===== config.mk =====
export PLATFORM = sky130hd
export DESIGN_NAME = rx_bit_timing_unit_flat
export DESIGN_NICKNAME = d
export VERILOG_FILES = /design/src/rtl/rx_bit_timing_unit_if.sv /design/src/rtl/rx_bit_timing_unit.sv /design/src/flat_wrapper.sv
export SDC_FILE = /design/constraint.sdc
export NUM_CORES = 1
export LEC_CHECK = 0
export BUFFER_PORTS_ARGS = -buffer_cell sky130_fd_sc_hd__buf_4
export CAP_MARGIN = 20
export CORE_MARGIN = 2
export CORE_UTILIZATION = 50
export CTS_BUF_LIST = sky130_fd_sc_hd__clkbuf_4 sky130_fd_sc_hd__clkbuf_8 sky130_fd_sc_hd__clkbuf_16
export DETAILED_ROUTE_END_ITERATION = 7
export GPL_TIMING_DRIVEN = 0
export PLACE_DENSITY = 0.7
export SYNTH_ARGS = -nofsm -noshare
export SYNTH_HDL_FRONTEND = slang
export SYNTH_SLANG_ARGS = --single-unit

===== constraint.sdc =====
create_clock -name clk -period 1.55 [get_ports clk]
set_input_delay 0.31 -clock clk [delete_from_list [all_inputs] [get_ports clk]]
set_output_delay 0.31 -clock clk [all_outputs]
set_load 0.02 [all_outputs]

===== src/rtl/rx_bit_timing_unit_if.sv =====
// Handshake/bus signals between the line front-end and the bit-timing engine.
interface rx_bit_timing_unit_if #(
    parameter int unsigned NBITS = 8
);
    localparam int unsigned IW = $clog2(NBITS + 1);

    logic          tick;
    logic          rxd;
    logic          sample;
    logic          sample_val;
    logic [IW-1:0] bit_idx;
    logic          bit_strobe;
    logic          frame_done;
    logic          framing_err;
    logic          false_start;
    logic          busy;

    // Front-end side: drives the oversample enable and the line.
    modport master (
        output tick, rxd,
        input  sample, sample_val, bit_idx, bit_strobe,
        input  frame_done, framing_err, false_start, busy
    );

    // Engine side.
    modport slave (
        input  tick, rxd,
        output sample, sample_val, bit_idx, bit_strobe,
        output frame_done, framing_err, false_start, busy
    );
endinterface


===== src/rtl/rx_bit_timing_unit.sv =====
// Oversampling bit-timing engine: start detection with false-start rejection,
// mid-bit sampling, end-of-bit strobes and frame sequencing for UART receive.
module rx_bit_timing_unit #(
    parameter int unsigned OSR       = 16,
    parameter int unsigned NBITS     = 8,
    parameter int unsigned STOP_BITS = 1
) (
    input logic                 clk,
    input logic                 rst,
    rx_bit_timing_unit_if.slave rx
);
    localparam int unsigned CW = $clog2(OSR);
    localparam int unsigned IW = $clog2(NBITS + 1);

    localparam logic [CW-1:0] MID       = CW'(OSR / 2 - 1);
    localparam logic [CW-1:0] END_PT    = CW'(OSR - 1);
    localparam logic [IW-1:0] LAST_IDX  = IW'(NBITS - 1);
    localparam logic          LAST_STOP = 1'(STOP_BITS - 1);

    typedef enum logic [1:0] {
        IDLE  = 2'd0,
        START = 2'd1,
        DATA  = 2'd2,
        STOP  = 2'd3
    } state_t;

    state_t        state_q, state_d;
    logic [CW-1:0] cnt_q, cnt_d;
    logic [IW-1:0] idx_q, idx_d;
    logic          sidx_q, sidx_d;
    logic          err_q, err_d;

    logic          sample_q, sample_d;
    logic          sample_val_q, sample_val_d;
    logic [IW-1:0] bit_idx_q, bit_idx_d;
    logic          bit_strobe_q, bit_strobe_d;
    logic          frame_done_q, frame_done_d;
    logic          framing_err_q, framing_err_d;
    logic          false_start_q, false_start_d;
    logic          busy_q, busy_d;

    logic [CW-1:0] cnt_inc;

    // State, counters and registered outputs; rst wins over tick.
    always_ff @(posedge clk) begin
        if (rst) begin
            state_q       <= IDLE;
            cnt_q         <= '0;
            idx_q         <= '0;
            sidx_q        <= 1'b0;
            err_q         <= 1'b0;
            sample_q      <= 1'b0;
            sample_val_q  <= 1'b0;
            bit_idx_q     <= '0;
            bit_strobe_q  <= 1'b0;
            frame_done_q  <= 1'b0;
            framing_err_q <= 1'b0;
            false_start_q <= 1'b0;
            busy_q        <= 1'b0;
        end else begin
            state_q       <= state_d;
            cnt_q         <= cnt_d;
            idx_q         <= idx_d;
            sidx_q        <= sidx_d;
            err_q         <= err_d;
            sample_q      <= sample_d;
            sample_val_q  <= sample_val_d;
            bit_idx_q     <= bit_idx_d;
            bit_strobe_q  <= bit_strobe_d;
            frame_done_q  <= frame_done_d;
            framing_err_q <= framing_err_d;
            false_start_q <= false_start_d;
            busy_q        <= busy_d;
        end
    end

    // Tick counter wraps at the end of each bit period.
    assign cnt_inc = (cnt_q == END_PT) ? '0 : cnt_q + CW'(1);

    // Next-state and output decode; nothing moves without a tick.
    always_comb begin
        state_d       = state_q;
        cnt_d         = cnt_q;
        idx_d         = idx_q;
        sidx_d        = sidx_q;
        err_d         = err_q;
        sample_d      = 1'b0;
        sample_val_d  = sample_val_q;
        bit_idx_d     = bit_idx_q;
        bit_strobe_d  = 1'b0;
        frame_done_d  = 1'b0;
        framing_err_d = 1'b0;
        false_start_d = 1'b0;

        if (rx.tick) begin
            case (state_q)
                IDLE: begin
                    cnt_d = '0;
                    if (!rx.rxd) begin
                        // The detecting tick is tick 0 of the start bit.
                        state_d = START;
                        cnt_d   = CW'(1);
                    end
                end
                START: begin
                    cnt_d = cnt_inc;
                    if (cnt_q == MID && rx.rxd) begin
                        false_start_d = 1'b1;
                        state_d       = IDLE;
                        cnt_d         = '0;
                    end else if (cnt_q == END_PT) begin
                        bit_strobe_d = 1'b1;
                        state_d      = DATA;
                        idx_d        = '0;
                    end
                end
                DATA: begin
                    cnt_d = cnt_inc;
                    if (cnt_q == MID) begin
                        sample_d     = 1'b1;
                        sample_val_d = rx.rxd;
                        bit_idx_d    = idx_q;
                    end else if (cnt_q == END_PT) begin
                        bit_strobe_d = 1'b1;
                        if (idx_q == LAST_IDX) begin
                            state_d = STOP;
                            sidx_d  = 1'b0;
                        end else begin
                            idx_d = idx_q + IW'(1);
                        end
                    end
                end
                STOP: begin
                    cnt_d = cnt_inc;
                    if (cnt_q == MID) begin
                        if (sidx_q == LAST_STOP) begin
                            // Leave at mid-point to give margin for the next start edge.
                            frame_done_d  = 1'b1;
                            framing_err_d = err_q | ~rx.rxd;
                            state_d       = IDLE;
                            cnt_d         = '0;
                            err_d         = 1'b0;
                        end else begin
                            err_d = err_q | ~rx.rxd;
                        end
                    end else if (cnt_q == END_PT && !sidx_q) begin
                        sidx_d = 1'b1;
                    end
                end
                default: begin
                    state_d = IDLE;
                    cnt_d   = '0;
                end
            endcase
        end

        busy_d = (state_d != IDLE);
    end

    assign rx.sample      = sample_q;
    assign rx.sample_val  = sample_val_q;
    assign rx.bit_idx     = bit_idx_q;
    assign rx.bit_strobe  = bit_strobe_q;
    assign rx.frame_done  = frame_done_q;
    assign rx.framing_err = framing_err_q;
    assign rx.false_start = false_start_q;
    assign rx.busy        = busy_q;
endmodule

===== src/flat_wrapper.sv =====
// flat-port wrapper written by rule: the top's interface ports become plain ports
module rx_bit_timing_unit_flat 
#(
    parameter int unsigned OSR       = 16,
    parameter int unsigned NBITS     = 8,
    parameter int unsigned STOP_BITS = 1
)
  (clk, rst, rx_tick, rx_rxd, rx_sample, rx_sample_val, rx_bit_idx, rx_bit_strobe, rx_frame_done, rx_framing_err, rx_false_start, rx_busy);
  rx_bit_timing_unit_if #(.NBITS(NBITS)) rx_i ();
  input logic clk;
  input logic rst;
  input wire logic [$bits(rx_i.tick)-1:0] rx_tick;
  input wire logic [$bits(rx_i.rxd)-1:0] rx_rxd;
  output wire logic [$bits(rx_i.sample)-1:0] rx_sample;
  output wire logic [$bits(rx_i.sample_val)-1:0] rx_sample_val;
  output wire logic [$bits(rx_i.bit_idx)-1:0] rx_bit_idx;
  output wire logic [$bits(rx_i.bit_strobe)-1:0] rx_bit_strobe;
  output wire logic [$bits(rx_i.frame_done)-1:0] rx_frame_done;
  output wire logic [$bits(rx_i.framing_err)-1:0] rx_framing_err;
  output wire logic [$bits(rx_i.false_start)-1:0] rx_false_start;
  output wire logic [$bits(rx_i.busy)-1:0] rx_busy;
  assign rx_i.tick = rx_tick;
  assign rx_i.rxd = rx_rxd;
  assign rx_sample = rx_i.sample;
  assign rx_sample_val = rx_i.sample_val;
  assign rx_bit_idx = rx_i.bit_idx;
  assign rx_bit_strobe = rx_i.bit_strobe;
  assign rx_frame_done = rx_i.frame_done;
  assign rx_framing_err = rx_i.framing_err;
  assign rx_false_start = rx_i.false_start;
  assign rx_busy = rx_i.busy;
  rx_bit_timing_unit #(.OSR(OSR), .NBITS(NBITS), .STOP_BITS(STOP_BITS)) u_core (.clk(clk), .rst(rst), .rx(rx_i));
endmodule

==> impl_metrics.toml <==
[clock_tree]
postCtsHoldBufs = 0
cts_buffers = 3
cts_tree = "built"
clockBufferDepth = 2
cts.htree.levels = 1
clk-insertion-delay-late_ns = 0.31
clkSinkCount = 23
path_clk_slew_ns = 0.13
root_buffer = "clkbuf_4"

[power_and_ir_drop]
peakVddDrop_uv = 638
clkPwrFrac = 0.282
p_seq_frac = 0.605
p_comb_frac = 0.113
power.leakage_nw = 0.583
p_int_w = 0.000743
power_density_nw_per_um2 = 645
switchingPower_w = 0.000251
power_w = 0.000994
swShare = 0.252

[run_status]
violations = "setup timing"
status = "complete, but fails checks"

[die]
ios = 15
die_h_um = 52.2
start_util = 0.524
rows = 17
core_area_sq_um = 2210
dieArea_sq_um = 2720
die_w_um = 52.2

[hold_path]
whs_endpoint = "u_core.state_q[1]"
hp-class = "input pin to flip-flop"
hp-start = "rst"
holdPathStages = 2

[timing]
fin_skew_ns = 0.00317
finalCritPeriodShare = 1.05
setup_viol = 5
final.setup.tns_ns = -0.214
max_freq_mhz = 613
max-slew-margin-rel = 0.644
worst_pin_slew_ns = 0.533
slew_violations = 0
whs_ns = 0.169
hold_viol_final = 0
rsz0062_at_grt = "yes"
fin_crit_ns = 1.63
worst_slack_ns = -0.0807

[logic_synthesis]
syn_area_sq_um = 1160
synthTopCellsByArea = "dfxtp_1, ha_1, a21oi_1, nand2_1, nand3_1"
async_reset_ff_frac = 0
netlist_instances = 130
synth_flop_cell = "dfxtp_1"
yosys.area.top_type = "dfxtp_1"
yosys_register_bits = 23
yosysMostFrequentCell = "dfxtp_1"
yosysWarnings = 0
syn_area_per_cell_sq_um = 8.92
syn_nets = 140
synth_top_area_share = 0.397
seq_area_frac_synth = 0.397
synth_edf_count = 0
yosysUniqueCellTypes = 49
synthTopCellsByCount = "dfxtp_1, nand2_1, a21oi_1, nand3_1, nor2_1"

[cells_and_area]
fillers = 180
area_growth_pct = 32.8
design_area_sq_um = 1540
diodes = 0
nets = 171
drive_above_1_share = 0.400

[detailed_routing]
wl_met2_mm = 1.56
top_layer_used = "met4"
drc = 0
vias_per_cell = 6.03
wl_met1_mm = 1.17
ant_nets = 0
dr.pass1.iters = 4
routed-wl-met3_um = 123
dr.first_iter.drc_count = 50
wl_per_cell_um = 15.3
wl_mm = 2.88
dr_total_vias = 1134

[global_routing]
grt_pass1_vias = 987
antenna_found_initial = 0
grt_max_degree = 14
grt_usage = 0.212
grt_pass1_wl_mm = 4.34
grt_overflow = 0

[setup_path]
regToRegEndpoint = "u_core.sidx_q"
worstSetupPathType = "flip-flop to flip-flop"
cp_max_fo = 6
required_ns = 1.74
cp.arrival_ns = 1.83
r2r_slack_ns = -0.08
r2r_start = "u_core.state_q[0]"
rr_worst_depth = 7
setup.worst_path.start_class = "flip-flop"
cp-end-kind = "flip-flop"

[placed_design]
pre_cts_ws_ns = -0.210
io_buffers = 14
placed_area_sq_um = 1320
dpl.hpwl_mm = 1.84
gp_congestion = 0.788

[flow_run]
maxCapViolCount = 0
layout by cell type (no fill, tap or decap), drive strengths merged, types with 2 or more instances in the layout:
master / count
a21o: 2
clkbuf: 5
buf: 32
a21oi: 12
nor3: 3
nand3: 8
nand4: 3
nand4b: 2
o31ai: 2
nand3b: 4
or2: 2
and3: 2
o21a: 2
ha: 6
nor2: 8
o21ai: 2
dfxtp: 23
inv: 4
and4b: 2
a221oi: 2
nand2: 13
layer usage:
layer | vias up | global-route usage
met3 | 6 | 0.0259
met2 | 43 | 0.407
met4 | 0 | 0.0513
met1 | 546 | 0.246
li1 | 539 | -
met5 | - | 0
cell type report:
cell class	instances	area (sq um)	share of cell area
Sequential cell	23	475	0.309
Timing Repair Buffer	29	218	0.141
Clock buffer	3	22.5	0.0146
Inverter	4	17.5	0.0114
Buffer	5	35.0	0.0227
Clock inverter	1	5.00	0.00325
Tap cell	28	35.0	0.0227
Multi-Input combinational cell	95	732	0.475
power groups by stage:
stage	Clock (W)	Combinational (W)	Sequential (W)
global route	0.000313	0.000120	0.000602
floorplan	0	0.0000457	0.000620
CTS	0.000279	0.0000928	0.000604
detailed placement	0	0.0000775	0.000618
global placement	0	0.0000756	0.000618
finish	0.000280	0.000113	0.000601
state kept, by name (all words and copies together), names as in the netlist:
signal,count
u_core.cnt_q,4
u_core.err_q,1
u_core.idx_q,4
u_core.rx.bit_idx,4
u_core.rx.bit_strobe,1
u_core.rx.busy,1
u_core.rx.false_start,1
u_core.rx.frame_done,1
u_core.rx.framing_err,1
u_core.rx.sample,1
u_core.rx.sample_val,1
u_core.sidx_q,1
u_core.state_q,2
metrics by stage:
step           utilization  cells
6_report             0.696    188
5_1_grt              0.696    188
4_1_cts              0.663    185
3_5_place_dp         0.597    172
3_3_place_gp         0.597    172
2_1_floorplan            -    130
cell families (layout without fill, tap and decap cells):
family | count (synthesis) | in the layout | synth area share
and+or+nand+nor | 57 | 57 | 0.282
DFF | 23 | 23 | 0.397
muxes | 1 | 1 | 0.00863
buffers and inverters | 12 | 42 | 0.0572
adders and majority gates | 6 | 6 | 0.0647
AOI/OAI and AO/OA | 31 | 31 | 0.191
worst max path at each step:
| stage | startpoint | end |
|---|---|---|
| final | u_core.state_q[0] | u_core.sidx_q |
| after detailed placement | u_core.cnt_q[0] | u_core.rx.busy |
| after global placement | u_core.cnt_q[0] | u_core.rx.busy |
| after floorplan | u_core.state_q[0] | u_core.idx_q[3] |
| after CTS | u_core.cnt_q[1] | u_core.rx.busy |
| after global routing | u_core.state_q[0] | u_core.sidx_q |
critical path, stage by stage (launching register included):
cell and delay [ns]:
dfxtp_4 0.38, inv_4 0.07, ha_4 0.16, nand4b_1 0.17
buf_4 0.20, a2111o_1 0.31, a22oi_2 0.17, nor2_1 0.06
what timing repair did:
action	4_1_cts	5_1_grt
pin swaps	5	9
endpoints found under the setup margin	14	17
buffers inserted	9	6
gates resized for setup	9	16
Power figures use the tool's default switching activity.
